==> config.mk <==
export PLATFORM = sky130hd
export DESIGN_NAME = ifetch_queue
export DESIGN_NICKNAME = d
export VERILOG_FILES = /design/src/rtl/ifetch_pkg.sv /design/src/rtl/ifetch_fifo.sv /design/src/rtl/ifetch_queue.sv
export SDC_FILE = /design/constraint.sdc
export NUM_CORES = 1
export LEC_CHECK = 0
export BUFFER_PORTS_ARGS = -buffer_cell sky130_fd_sc_hd__buf_2
export CORE_AREA = 4 4 280 145
export CTS_CLUSTER_SIZE = 28
export DETAILED_ROUTE_END_ITERATION = 10
export DIE_AREA = 0 0 284 149
export SYNTH_ARGS = -nofsm -noshare
export SYNTH_HDL_FRONTEND = slang
export SYNTH_SLANG_ARGS = --single-unit
==> constraint.sdc <==
create_clock -name clk -period 2.72 [get_ports clk]
set_clock_uncertainty 0.2 [all_clocks]
set_input_delay 0.136 -clock clk [delete_from_list [all_inputs] [get_ports clk]]
set_output_delay 0.136 -clock clk [all_outputs]
set_load 0.05 [all_outputs]
==> src/rtl/ifetch_pkg.sv <==
// Shared definitions for the instruction-fetch prefetch queue.
//   DataSizeDef : default instruction word width
//   MemSizeDef  : default PC / instruction-memory word-address width
//   QDepthDef   : default prefetch queue depth (power of two, >= 2)
//   fetch_state_e : fetch FSM state encoding
package ifetch_pkg;

    localparam int unsigned DataSizeDef = 32;
    localparam int unsigned MemSizeDef  = 10;
    localparam int unsigned QDepthDef   = 4;

    typedef enum logic [1:0] {
        StIdle  = 2'd0,
        StFetch = 2'd1,
        StFull  = 2'd2,
        StFlush = 2'd3
    } fetch_state_e;

endpackage

==> src/rtl/ifetch_fifo.sv <==
// Circular FIFO holding prefetched {pc, instruction} entries.
// Ports:
//   clk_i, rst_ni : clock, asynchronous active-low reset
//   push_i/data_i : write an entry (ignored when full)
//   pop_i         : drop the head entry (ignored when empty)
//   flush_i       : discard all entries; overrides push and pop
//   data_o        : head entry (stale when empty)
//   full_o, empty_o, count_o : occupancy status
module ifetch_fifo #(
    parameter int unsigned Width = 42,
    parameter int unsigned Depth = 4
) (
    input  logic                     clk_i,
    input  logic                     rst_ni,
    input  logic                     push_i,
    input  logic [Width-1:0]         data_i,
    input  logic                     pop_i,
    input  logic                     flush_i,
    output logic [Width-1:0]         data_o,
    output logic                     full_o,
    output logic                     empty_o,
    output logic [$clog2(Depth):0]   count_o
);

    localparam int unsigned PtrW = $clog2(Depth);
    localparam int unsigned CntW = PtrW + 1;

    logic [Width-1:0] mem_q [Depth];
    logic [PtrW-1:0]  wr_ptr_q, rd_ptr_q;
    logic [CntW-1:0]  count_q;
    logic             do_push, do_pop;

    assign full_o  = (count_q == CntW'(Depth));
    assign empty_o = (count_q == '0);
    assign count_o = count_q;
    assign data_o  = mem_q[rd_ptr_q];

    assign do_push = push_i && !full_o;
    assign do_pop  = pop_i && !empty_o;

    always_ff @(posedge clk_i or negedge rst_ni) begin
        if (!rst_ni) begin
            wr_ptr_q <= '0;
            rd_ptr_q <= '0;
            count_q  <= '0;
        end else if (flush_i) begin
            wr_ptr_q <= '0;
            rd_ptr_q <= '0;
            count_q  <= '0;
        end else begin
            if (do_push) wr_ptr_q <= wr_ptr_q + PtrW'(1);
            if (do_pop)  rd_ptr_q <= rd_ptr_q + PtrW'(1);
            count_q <= count_q + CntW'(do_push) - CntW'(do_pop);
        end
    end

    // Storage needs no reset; occupancy gates every read of it.
    always_ff @(posedge clk_i) begin
        if (do_push && !flush_i) mem_q[wr_ptr_q] <= data_i;
    end

endmodule

==> src/rtl/ifetch_queue.sv <==
// Instruction prefetch queue: issues sequential IM reads, buffers responses
// with their addresses and hands them to the decoder in order. A redirect
// squashes everything queued or in flight and restarts fetch at the target.
// Optional feature macro: IFETCH_PERF_EN adds stall_count, a saturating
// count of non-idle cycles with no instruction available.
// Ports:
//   clk, reset (async active-low)
//   IM_read/IM_write/IM_enable/IM_address : instruction-memory request
//   instruction   : IM data, valid one cycle after IM_read
//   ir_valid/ir/PC, ir_ready : head instruction handshake to decoder
//   redirect_valid/redirect_pc : branch/jump redirect
//   stall_count   : (IFETCH_PERF_EN only) stall cycle counter
module ifetch_queue
    import ifetch_pkg::*;
#(
    parameter int unsigned DataSize = DataSizeDef,
    parameter int unsigned MemSize  = MemSizeDef,
    parameter int unsigned QDepth   = QDepthDef
) (
`ifdef IFETCH_PERF_EN
    output logic [15:0]         stall_count,
`endif
    input  logic                clk,
    input  logic                reset,
    output logic                IM_read,
    output logic                IM_write,
    output logic                IM_enable,
    output logic [MemSize-1:0]  IM_address,
    input  logic [DataSize-1:0] instruction,
    output logic                ir_valid,
    output logic [DataSize-1:0] ir,
    output logic [MemSize-1:0]  PC,
    input  logic                ir_ready,
    input  logic                redirect_valid,
    input  logic [MemSize-1:0]  redirect_pc
);

    localparam int unsigned CntW   = $clog2(QDepth) + 1;
    localparam int unsigned EntryW = MemSize + DataSize;

    fetch_state_e         state_q;
    logic [MemSize-1:0]   fetch_addr_q;
    logic [MemSize-1:0]   resp_addr_q;  // issue address of the in-flight read
    logic                 inflight_q;
    logic                 squash_q;
    logic [EntryW-1:0]    last_q;       // last head shown, held while empty

    logic [EntryW-1:0]    head;
    logic                 fifo_full, fifo_empty;
    logic [CntW-1:0]      fifo_count;
    logic [CntW-1:0]      occupancy;
    logic                 has_space, push, pop;

    // In-flight reads count against capacity so responses never overflow.
    assign occupancy = fifo_count + CntW'(inflight_q);
    assign has_space = !fifo_full && (occupancy < CntW'(QDepth));

    assign IM_read    = (state_q == StFetch) && has_space;
    assign IM_enable  = IM_read;
    assign IM_write   = 1'b0;
    assign IM_address = fetch_addr_q;

    assign ir_valid = !fifo_empty;
    assign pop      = ir_valid && ir_ready;
    assign push     = inflight_q && !squash_q;

    assign ir = fifo_empty ? last_q[DataSize-1:0] : head[DataSize-1:0];
    assign PC = fifo_empty ? last_q[EntryW-1:DataSize] : head[EntryW-1:DataSize];

    ifetch_fifo #(
        .Width (EntryW),
        .Depth (QDepth)
    ) u_fifo (
        .clk_i   (clk),
        .rst_ni  (reset),
        .push_i  (push),
        .data_i  ({resp_addr_q, instruction}),
        .pop_i   (pop),
        .flush_i (redirect_valid),
        .data_o  (head),
        .full_o  (fifo_full),
        .empty_o (fifo_empty),
        .count_o (fifo_count)
    );

    always_ff @(posedge clk or negedge reset) begin
        if (!reset) begin
            state_q      <= StIdle;
            fetch_addr_q <= '0;
            resp_addr_q  <= '0;
            inflight_q   <= 1'b0;
            squash_q     <= 1'b0;
            last_q       <= '0;
        end else begin
            inflight_q  <= IM_read;
            resp_addr_q <= fetch_addr_q;
            // A read issued in the redirect cycle returns during FLUSH: drop it.
            squash_q    <= redirect_valid;
            if (!fifo_empty) last_q <= head;
            if (redirect_valid) begin
                state_q      <= StFlush;
                fetch_addr_q <= redirect_pc;
            end else begin
                if (IM_read) fetch_addr_q <= fetch_addr_q + MemSize'(1);
                unique case (state_q)
                    StIdle:  state_q <= StFetch;
                    StFetch: if (!has_space && !pop) state_q <= StFull;
                    StFull:  if (pop) state_q <= StFetch;
                    StFlush: state_q <= StFetch;
                    default: state_q <= StIdle;
                endcase
            end
        end
    end

`ifdef IFETCH_PERF_EN
    logic [15:0] stall_count_q;

    always_ff @(posedge clk or negedge reset) begin
        if (!reset) begin
            stall_count_q <= '0;
        end else if ((state_q != StIdle) && !ir_valid && (stall_count_q != 16'hFFFF)) begin
            stall_count_q <= stall_count_q + 16'd1;
        end
    end

    assign stall_count = stall_count_q;
`endif

endmodule

==> results.cfg, run 1 <==
[run_status]
status = finished, final reports clean

[routing]
wl_per_cell_um = 18.70
drc = 0
first_pass_iters = 4
viasPerCell = 4.135
vias = 4763
ant_nets = 0
drt_wl_total_mm = 21.54
drt-initial-drc-count = 280

[clock_network]
clk_latency_ps = 520
clockRootBuffer = clkbuf_16
cts_tree = yes
clkTransAtPathRegs_ps = 60
clock_path_buffers = 3
numCtsBuffers = 25
htree_levels = 1
cts_sinks = 241

[worst_setup_path]
slowest_stage = mux4_2
cp-end-kind = primary output
critical_path_class = flop to primary output
crit_path_max_incr_delay_ps = 560
crit_buf_inv = 2
critPathTopFamily = multiplexers
critPathLaunch = u_fifo.rd_ptr_q[0]
worst-path-max-fanout = 12
cp_data_required_time_ps = 2380
critPathArrivalTime_ps = 2280
crit_path_cell_trace = buf_12, mux4_2, mux2_2, buf_2
cp-start-kind = flop
rr_startpoint = IM_address[4]

[sta]
fin_setup_tns_ps = 0
hold_ws_ps = 178.5
setup-violations-final = 0
setup_ws_ps = 105.4
min_period_ps = 2615
period_share = 0.9613
max_freq_mhz = 382.5
slew_violations = 0
hold_viol_final = 0
rsz0062_at_grt = true

[cells_and_area]
fillers = 3697
fin_util = 0.3106
nNetsFinal = 685
drive_above_1_share = 0.4099
syn2layout_area_growth_pct = 30.84
n_antenna_cell = 0

[die]
die_w_um = 284
io_pins = 102
die_area_mm2 = 0.04232
rows = 51
start_util = 0.2374
core_area_mm2 = 0.03822
dieHeight_um = 149

[synthesis]
ys_ff_latch = 241
synth_area_leader_cell = edfxtp_1
ys_seq_area_frac = 0.7572
synth_fp_nets = 503
synth_cell_type_count = 38
postSynthAreaPerCell_um2 = 20.21
synth_area_mm2 = 0.009075
synth-main-ff-cell = edfxtp_1
netlist_top_cells_area = edfxtp_1, dfrtp_1, mux4_2
synthCells = 449
ys.warnings.count = 0
synth_top_area_share = 0.5559
synthArstFlopShare = 0.3029
synth_edf_count = 168

[power_and_ir_drop]
power_leakage_nw = 4.238
vdd_drop_max_v = 0.0007098
power_mw = 12.99
powerDensity_mw_per_mm2 = 1094

[place]
routabilityCongestion = 0.7176
dp_slack_ps = 258.8
dp_hpwl_mm = 13.55
portBuffers = 100

[grt]
grt_pass1_vias = 5150
met1_usage = 0.1477
grt-ovfl-total = 0
antenna_found_initial = 0
met3_usage = 0.02412
grt_max_degree = 40
track_usage = 0.1003
met2_usage = 0.1528
grt_pass1_wl_mm = 32.40
busiest_layer = met2

[worst_hold_path]
hold_path_class = input port to flop
hp-start = instruction[10]

[run]
cap_violations = 0
==> power breakdown <==
group          internal [mW]  switching (mW)
sequential              4.45           0.217
clock                   1.98            1.44
combinational           1.69            3.21
total                   8.13            4.86
==> path summary, 6_finish.rpt <==
| check | to | slack [ps] | cells past startpoint |
|---|---|---|---|
| setup / recovery | ir[13] | 110 | 4 |
| hold / removal | u_fifo.mem_q[2][10] | 180 | 2 |
| setup reg to reg | IM_address[8] | 130 | 6 |
| hold reg to reg | u_fifo.mem_q[1][32] | 290 | 0 |
| max in group asynchronous | u_fifo.rd_ptr_q[0] | 1540 | 4 |
| min in group asynchronous | last_q[25] | 490 | 4 |
==> metal layers <==
layer  wire [um]  vias to the layer above
met5           0                        -
met3        1038                       26
met4         350                        0
met2        9663                       98
met1       10480                     2500
li1            -                     2139
==> cell families after synthesis <==
group / share of synthesized area
flip-flops: 0.7572
multiplexers: 0.1575
AND/OR/NAND/NOR: 0.03130
buffers and inverters: 0.01668
AO/OA/AOI/OAI: 0.01751
adder cells (fa/ha/maj): 0.01186
XOR/XNOR: 0.007585
other: 0.0004132
==> sequential cells by signal, summed over array words and instances, names as in the netlist <==
| register | cells |
|---|---|
| u_fifo.count_o | 3 |
| u_fifo.rd_ptr_q | 2 |
| IM_address | 10 |
| state_q | 2 |
| squash_q | 1 |
| resp_addr_q | 10 |
| u_fifo.wr_ptr_q | 2 |
| last_q | 42 |
| inflight_q | 1 |
| u_fifo.mem_q | 168 |
==> what timing repair did <==
item                                   in CTS  in global routing
setup endpoints to repair                  37                 37
setup buffers                               2                  0
hold buffers                               52                  0
endpoints found under the hold margin     221                  0
resized for setup                          15                  7
cloned                                      0                  1
==> cell type report <==
class / count / area, um^2 / area share
Clock buffer: 34 / 729.5 / 0.06143
Multi-Input combinational cell: 176 / 2073 / 0.1746
Tap cell: 503 / 629.4 / 0.05300
Timing Repair Buffer: 177 / 1424 / 0.1199
Sequential cell: 241 / 6878 / 0.5792
Inverter: 10 / 37.54 / 0.003161
Clock inverter: 11 / 102.6 / 0.008641
==> layout by cell type, fill, tap and decap left out, types with 10 or more instances in the layout <==
master | netlist | final
buf_12 | 0 | 11
buf_2 | 10 | 86
buf_4 | 5 | 24
clkbuf_16 | 0 | 26
dfrtp_1 | 73 | 70
dlygate4sd3_1 | 0 | 51
edfxtp_1 | 168 | 168
inv_1 | 10 | 10
mux2_2 | 42 | 42
mux4_2 | 42 | 42
nor2_1 | 16 | 16
==> metrics by stage <==
stage               cells  instance area, um^2
floorplan             449                 9075
global placement     1052                10400
detailed placement   1052                10400
CTS                  1151                11820
global route         1152                11870
finish               1152                11870
==> synthesized netlist by cell type, types with 2 or more instances <==
library cell  instances
xor2_1                3
xnor2_1               3
edfxtp_1            168
mux4_2               42
dfrtp_1              73
buf_4                 5
or3_1                 2
or2_2                 2
buf_2                10
inv_1                10
and3_1                4
or4_1                 6
nor2b_1               3
nand2_1               5
ha_1                  7
a31oi_1               7
nor2_1               16
nand2b_1              2
mux2_2               42
clkbuf_1              7
o21ai_0               3
nand3_1               6
o31ai_1               8
==> worst reg2reg max path, stage by stage (launching register included) <==
cell and delay (ps):
dfrtp_1 490, nand4_2 200, o21ai_0 190, a21boi_0 200
dlygate4sd3_1 580, nand3_1 70, dlygate4sd3_1 550
Note: power is estimated with default switching activity, not from simulation.
==> run 2: changes to the inputs <==
--- a/config.mk
+++ b/config.mk
@@ -5,11 +5,12 @@
 export SDC_FILE = /design/constraint.sdc
 export NUM_CORES = 1
 export LEC_CHECK = 0
+export ABC_AREA = 1
 export BUFFER_PORTS_ARGS = -buffer_cell sky130_fd_sc_hd__buf_2
-export CORE_AREA = 4 4 280 145
+export CORE_AREA = 2 2 284 146
 export CTS_CLUSTER_SIZE = 28
 export DETAILED_ROUTE_END_ITERATION = 10
-export DIE_AREA = 0 0 284 149
+export DIE_AREA = 0 0 286 148
 export SYNTH_ARGS = -nofsm -noshare
 export SYNTH_HDL_FRONTEND = slang
 export SYNTH_SLANG_ARGS = --single-unit
==> results.cfg, run 2 <==
[run_status]
status = finished, final reports clean

[cells_and_area]
syn2layout_area_growth_pct = 27.01
fillers = 4081
n_antenna_cell = 0
final_cell_mix = nor2_1, edfxtp_1, buf_2, dfrtp_1, nand2_1
final_common_cell = nor2_1
largest_reg_flops = 168
largest_register = u_fifo.mem_q
top_regs = u_fifo.mem_q: 168 flops, last_q: 42 flops
drive_above_1_share = 0.1807
nNetsFinal = 1001

[worst_setup_path]
worst-path-max-fanout = 56
crit_path_max_incr_delay_ps = 570
critPathArrivalTime_ps = 2270
critical_path_class = flop to primary output
critPathTopFamily = buffers and inverters
cp-end-kind = primary output
crit_path_cell_trace = inv_2, buf_12, o21ai_0, a31oi_2, clkbuf_4
cp_data_required_time_ps = 2380
crit_buf_inv = 3
slowest_stage = dfrtp_4
cp-start-kind = flop

[sta]
relSlewSlack = 0.5268
setup-violations-final = 0
hold_viol_final = 0
period_share = 0.9598
max_freq_mhz = 383.0
min_period_ps = 2611
worst_pin_slew_ps = 709.8
rsz0062_at_grt = true
slew_violations = 0
setup_ws_ps = 109.3

[place]
dp_hpwl_mm = 14.19
routabilityCongestion = 0.7916
dp_slack_ps = 379.7
portBuffers = 100

[grt]
grt_max_degree = 86
track_usage = 0.1135
grt_pass1_vias = 6233
grt-ovfl-total = 0
grt_pass1_wl_mm = 36.83
antenna_found_initial = 0

[clock_network]
clk_latency_ps = 530
clkTransAtPathRegs_ps = 70
cts_sinks = 241
clock_path_buffers = 3
clockRootBuffer = clkbuf_16
cts_tree = yes
numCtsBuffers = 22
htree_levels = 1

[synthesis]
synth-main-ff-cell = edfxtp_1
netlist_top_cells_area = edfxtp_1, dfrtp_1, nor2_1
synthArstFlopShare = 0.3029
postSynthAreaPerCell_um2 = 11.95
ys_ff_latch = 241
synth_top_area_share = 0.5338
synth_cell_type_count = 26
synth_edf_count = 168
synth_area_mm2 = 0.009452
yosys-top-cells-count = nor2_1, edfxtp_1, dfrtp_1
synthCells = 791
synth_area_leader_cell = edfxtp_1
synth_fp_nets = 845
ys_seq_area_frac = 0.7270
synth.most_common_cell = nor2_1
ys.warnings.count = 0

[routing]
viasPerCell = 4.127
drt_wl_total_mm = 23.82
vias = 6203
drt-initial-drc-count = 335
ant_nets = 0
drc = 0
wl_per_cell_um = 15.85
first_pass_iters = 6

[worst_hold_path]
hold_path_class = input port to async pin

[die]
io_pins = 102
die_area_mm2 = 0.04233
rows = 52
core_area_mm2 = 0.03982
dieHeight_um = 148
start_util = 0.2374
die_w_um = 286

[power_and_ir_drop]
p_int_mw = 7.730
powerDensity_mw_per_mm2 = 1121
power_leakage_nw = 4.506
seqPwrFrac = 0.366
switching_share = 0.4257
power_mw = 13.46
power_frac_comb = 0.398
power_switching_mw = 5.730
p_clk_frac = 0.237
vdd_drop_max_v = 0.0004834

[run]
cap_violations = 0
[run 2: cell types whose count changed after synthesis, sizes merged, moves of 7 or more]
cell	before	now
or4	7	0
o31ai	8	0
nand3	6	30
nor2	16	225
nand2	5	70
mux4	42	0
mux2	42	0
inv	10	33
o21ai	3	91
a31oi	7	41
buf	15	34
[run 2: final timing paths]
kind	from	end	slack (ps)	cells after the start
max in group asynchronous	reset	last_q[33]	1640	3
worst min register to register	last_q[40]	last_q[40]	280	2
worst max register to register	u_fifo.count_o[1]	u_fifo.count_o[2]	350	11
worst min-delay path	reset	last_q[6]	0.6	2
worst max-delay path	u_fifo.rd_ptr_q[0]	ir[17]	110	5
min in group clk	instruction[29]	u_fifo.mem_q[3][29]	160	2
[run 2: layer usage]
metal,track usage,vias up,share of wire
li1,-,3027,-
met1,0.1655,3015,0.50
met2,0.1752,142,0.43
met3,0.02670,19,0.053
met4,0.01466,0,0.0076
met5,0,-,0
[run 2: timing repair]
action | in CTS | in global routing
pin swaps | 0 | 1
cloned | 0 | 0
resized for setup | 1 | 11
endpoints found under the setup margin | 1 | 7
hold endpoints to repair | 220 | 0
buffers inserted | 0 | 0
hold buffers | 54 | 0
[run 2: stage by stage]
stage	hold slack, ps	TNS [ps]	cell area (um^2)	instances	util
detailed placement	23.10	0	10690	1409	0.2684
global route	48.85	-0.1112	12000	1503	0.3015
floorplan	-359.6	-96110	9452	791	-
CTS	13.20	0	11960	1503	0.3002
global placement	15.71	0	10690	1409	0.2684
finish	0.5754	0	12000	1503	0.3015
[run 2: final cells by class]
| cell class | count | area (um^2) | area share |
|---|---|---|---|
| clock buffer | 32 | 598.1 | 0.04982 |
| multi-input combinational | 475 | 2242 | 0.1868 |
| tap | 540 | 675.6 | 0.05629 |
| inverter | 33 | 123.9 | 0.01032 |
| clock inverter | 8 | 125.1 | 0.01042 |
| sequential | 241 | 6877 | 0.5729 |
| timing repair buffer | 174 | 1363 | 0.1135 |
[run 2: cells by family after synthesis]
| group | Yosys count | synth area share |
|---|---|---|
| xor gates and xnor gates | 2 | 0.001854 |
| other | 1 | 0.0003968 |
| and+or+nand+nor | 329 | 0.1401 |
| AOI/OAI and AO/OA | 135 | 0.07718 |
| buffers and inverters | 75 | 0.04210 |
| adders and majority gates | 8 | 0.01138 |
| DFF | 241 | 0.7270 |
[run 2: power by group through the flow]
stage / Clock [mW] / Sequential, mW / Combinational [mW]
6_report: 3.18 / 4.92 / 5.36
5_1_grt: 3.44 / 4.98 / 5.78
4_1_cts: 3.30 / 4.92 / 5.36
3_5_place_dp: 0 / 4.99 / 5.28
3_3_place_gp: 0 / 4.97 / 5.24
2_1_floorplan: 0 / 5.06 / 3.77
==> run 3: changes to the inputs <==
--- a/config.mk
+++ b/config.mk
@@ -11,6 +11,7 @@
 export CTS_CLUSTER_SIZE = 28
 export DETAILED_ROUTE_END_ITERATION = 10
 export DIE_AREA = 0 0 286 148
+export SETUP_SLACK_MARGIN = 0.1
 export SYNTH_ARGS = -nofsm -noshare
 export SYNTH_HDL_FRONTEND = slang
 export SYNTH_SLANG_ARGS = --single-unit
==> constraint.sdc (replaced) <==
create_clock -name clk -period 2.72 [get_ports clk]
set_clock_uncertainty 0.2 [all_clocks]
set_input_delay 0.136 -clock clk [delete_from_list [all_inputs] [get_ports clk]]
set_output_delay 0.136 -clock clk [all_outputs]
set_load 0.1 [all_outputs]
==> results.cfg, run 3 (synthesis gave the netlist of run 2 again) <==
[run_status]
status = finished, final reports clean

[clock_network]
cts_sinks = 241
clk_latency_ps = 540
clkTransAtPathRegs_ps = 70
htree_levels = 1
clockRootBuffer = clkbuf_16
numCtsBuffers = 25
cts_tree = yes
clock_path_buffers = 3

[cells_and_area]
final_cell_mix = nor2_1, edfxtp_1, dfrtp_1, nand2_1, buf_2
instances_no_fill = 1521
seq_area_mm2 = 0.006877
largest_register = u_fifo.mem_q
syn2layout_area_growth_pct = 37.32
top_regs = u_fifo.mem_q: 168 flops, last_q: 42 flops
final_common_cell = nor2_1
drive_above_1_share = 0.2380
largest_reg_flops = 168
nNetsFinal = 1014
multiInputGateArea_mm2 = 0.002517
fillers = 3981

[routing]
wl_per_cell_um = 17.32
drt_wl_total_mm = 26.34
first_pass_iters = 5
drt-initial-drc-count = 397
drc = 0
vias = 6420
viasPerCell = 4.221
ant_nets = 0

[grt]
grt_max_degree = 86
antenna_found_initial = 2
grt_pass1_wl_mm = 39.07
grt-ovfl-total = 0
grt_pass1_vias = 6364
track_usage = 0.1222

[die]
die_area_mm2 = 0.04233
io_pins = 102
start_util = 0.2374
core_area_mm2 = 0.03982
die_w_um = 286
dieHeight_um = 148
rows = 52

[sta]
hold_viol_final = 0
setup_ws_ps = 176.3
rsz0062_at_grt = true
setup-violations-final = 0
hold_ws_ps = 15.43
slew_violations = 0
min_period_ps = 2544
fin_setup_tns_ps = 0
period_share = 0.9352
max_freq_mhz = 393.1

[place]
dp_slack_ps = 358.7
dp_cells = 1410
routabilityCongestion = 0.7450
portBuffers = 100
dp_hpwl_mm = 14.50

[worst_setup_path]
worst-path-max-fanout = 34
crit_path_cell_trace = clkinv_2, buf_16, o21ai_0, a31oi_4, buf_12
slowest_stage = dfrtp_4
critical_path_class = flop to primary output
cp-start-kind = flop
cp_data_required_time_ps = 2380
crit_path_max_incr_delay_ps = 510
cp-end-kind = primary output
worstRegToRegCells = 11
critPathArrivalTime_ps = 2210

[run]
cap_violations = 0

[worst_hold_path]
hold_path_class = input port to async pin
==> run 3: changes by cell type in the layout (fill, tap and decap cells not counted), moves of 3 or more <==
cell / before / now
a31oi_1: 37 / 0
buf_12: 10 / 23
a31oi_2: 4 / 36
clkbuf_4: 5 / 0
buf_2: 91 / 57
buf_16: 1 / 4
clkbuf_1: 9 / 4
clkinv_2: 0 / 4
a31oi_4: 0 / 5
clkbuf_16: 22 / 26
buf_6: 1 / 28
==> run 3: worst paths after layout <==
path	startpoint	end	slack, ps
setup / recovery	u_fifo.rd_ptr_q[0]	ir[25]	180
hold reg to reg	resp_addr_q[1]	u_fifo.mem_q[3][33]	300
setup reg to reg	u_fifo.count_o[1]	u_fifo.count_o[2]	270
min in group clk	instruction[12]	u_fifo.mem_q[1][12]	140
hold / removal	reset	last_q[37]	20
max in group asynchronous	reset	u_fifo.rd_ptr_q[0]	2050
==> run 3: timing repair <==
item	4_1_cts	5_1_grt
gates cloned	1	1
hold buffers	56	0
pin swaps	2	5
resized for setup	32	35
endpoints found under the hold margin	220	0
buffers inserted	4	1
endpoints found under the setup margin	42	42
==> run 3: critical path: cells and delay by family, from the launching register on <==
| kind | cells | cell delay [ps] |
|---|---|---|
| buffers and inverters | 3 | 630 |
| flip-flops | 1 | 510 |
| AO/OA/AOI/OAI | 2 | 530 |
==> run 3: per-layer routing <==
metal	vias up	part of all wire	track usage
met2	121	0.44	0.1835
met5	-	0	0
met1	3196	0.50	0.1780
met4	0	0.018	0.02565
met3	37	0.049	0.02994
li1	3066	-	-
==> run 3: stage by stage <==
stage / utilization / instance area (um^2)
final: 0.3259 / 12980
after floorplan: - / 9708
after detailed placement: 0.2798 / 11140
after global routing: 0.3259 / 12980
after CTS: 0.3213 / 12790
after global placement: 0.2798 / 11140
==> run 3: final cells by class <==
cell class,instances,area share
Tap cell,540,0.05206
Clock inverter,14,0.01639
Multi-Input combinational cell,475,0.1940
Inverter,33,0.009833
Antenna cell,2,0.0003856
Timing Repair Buffer,184,0.1450
Clock buffer,32,0.05254
Sequential cell,241,0.5298
Power of run 3 is not shown: default switching activity piles up to over one toggle a cycle in this logic, so the estimate is an artifact.
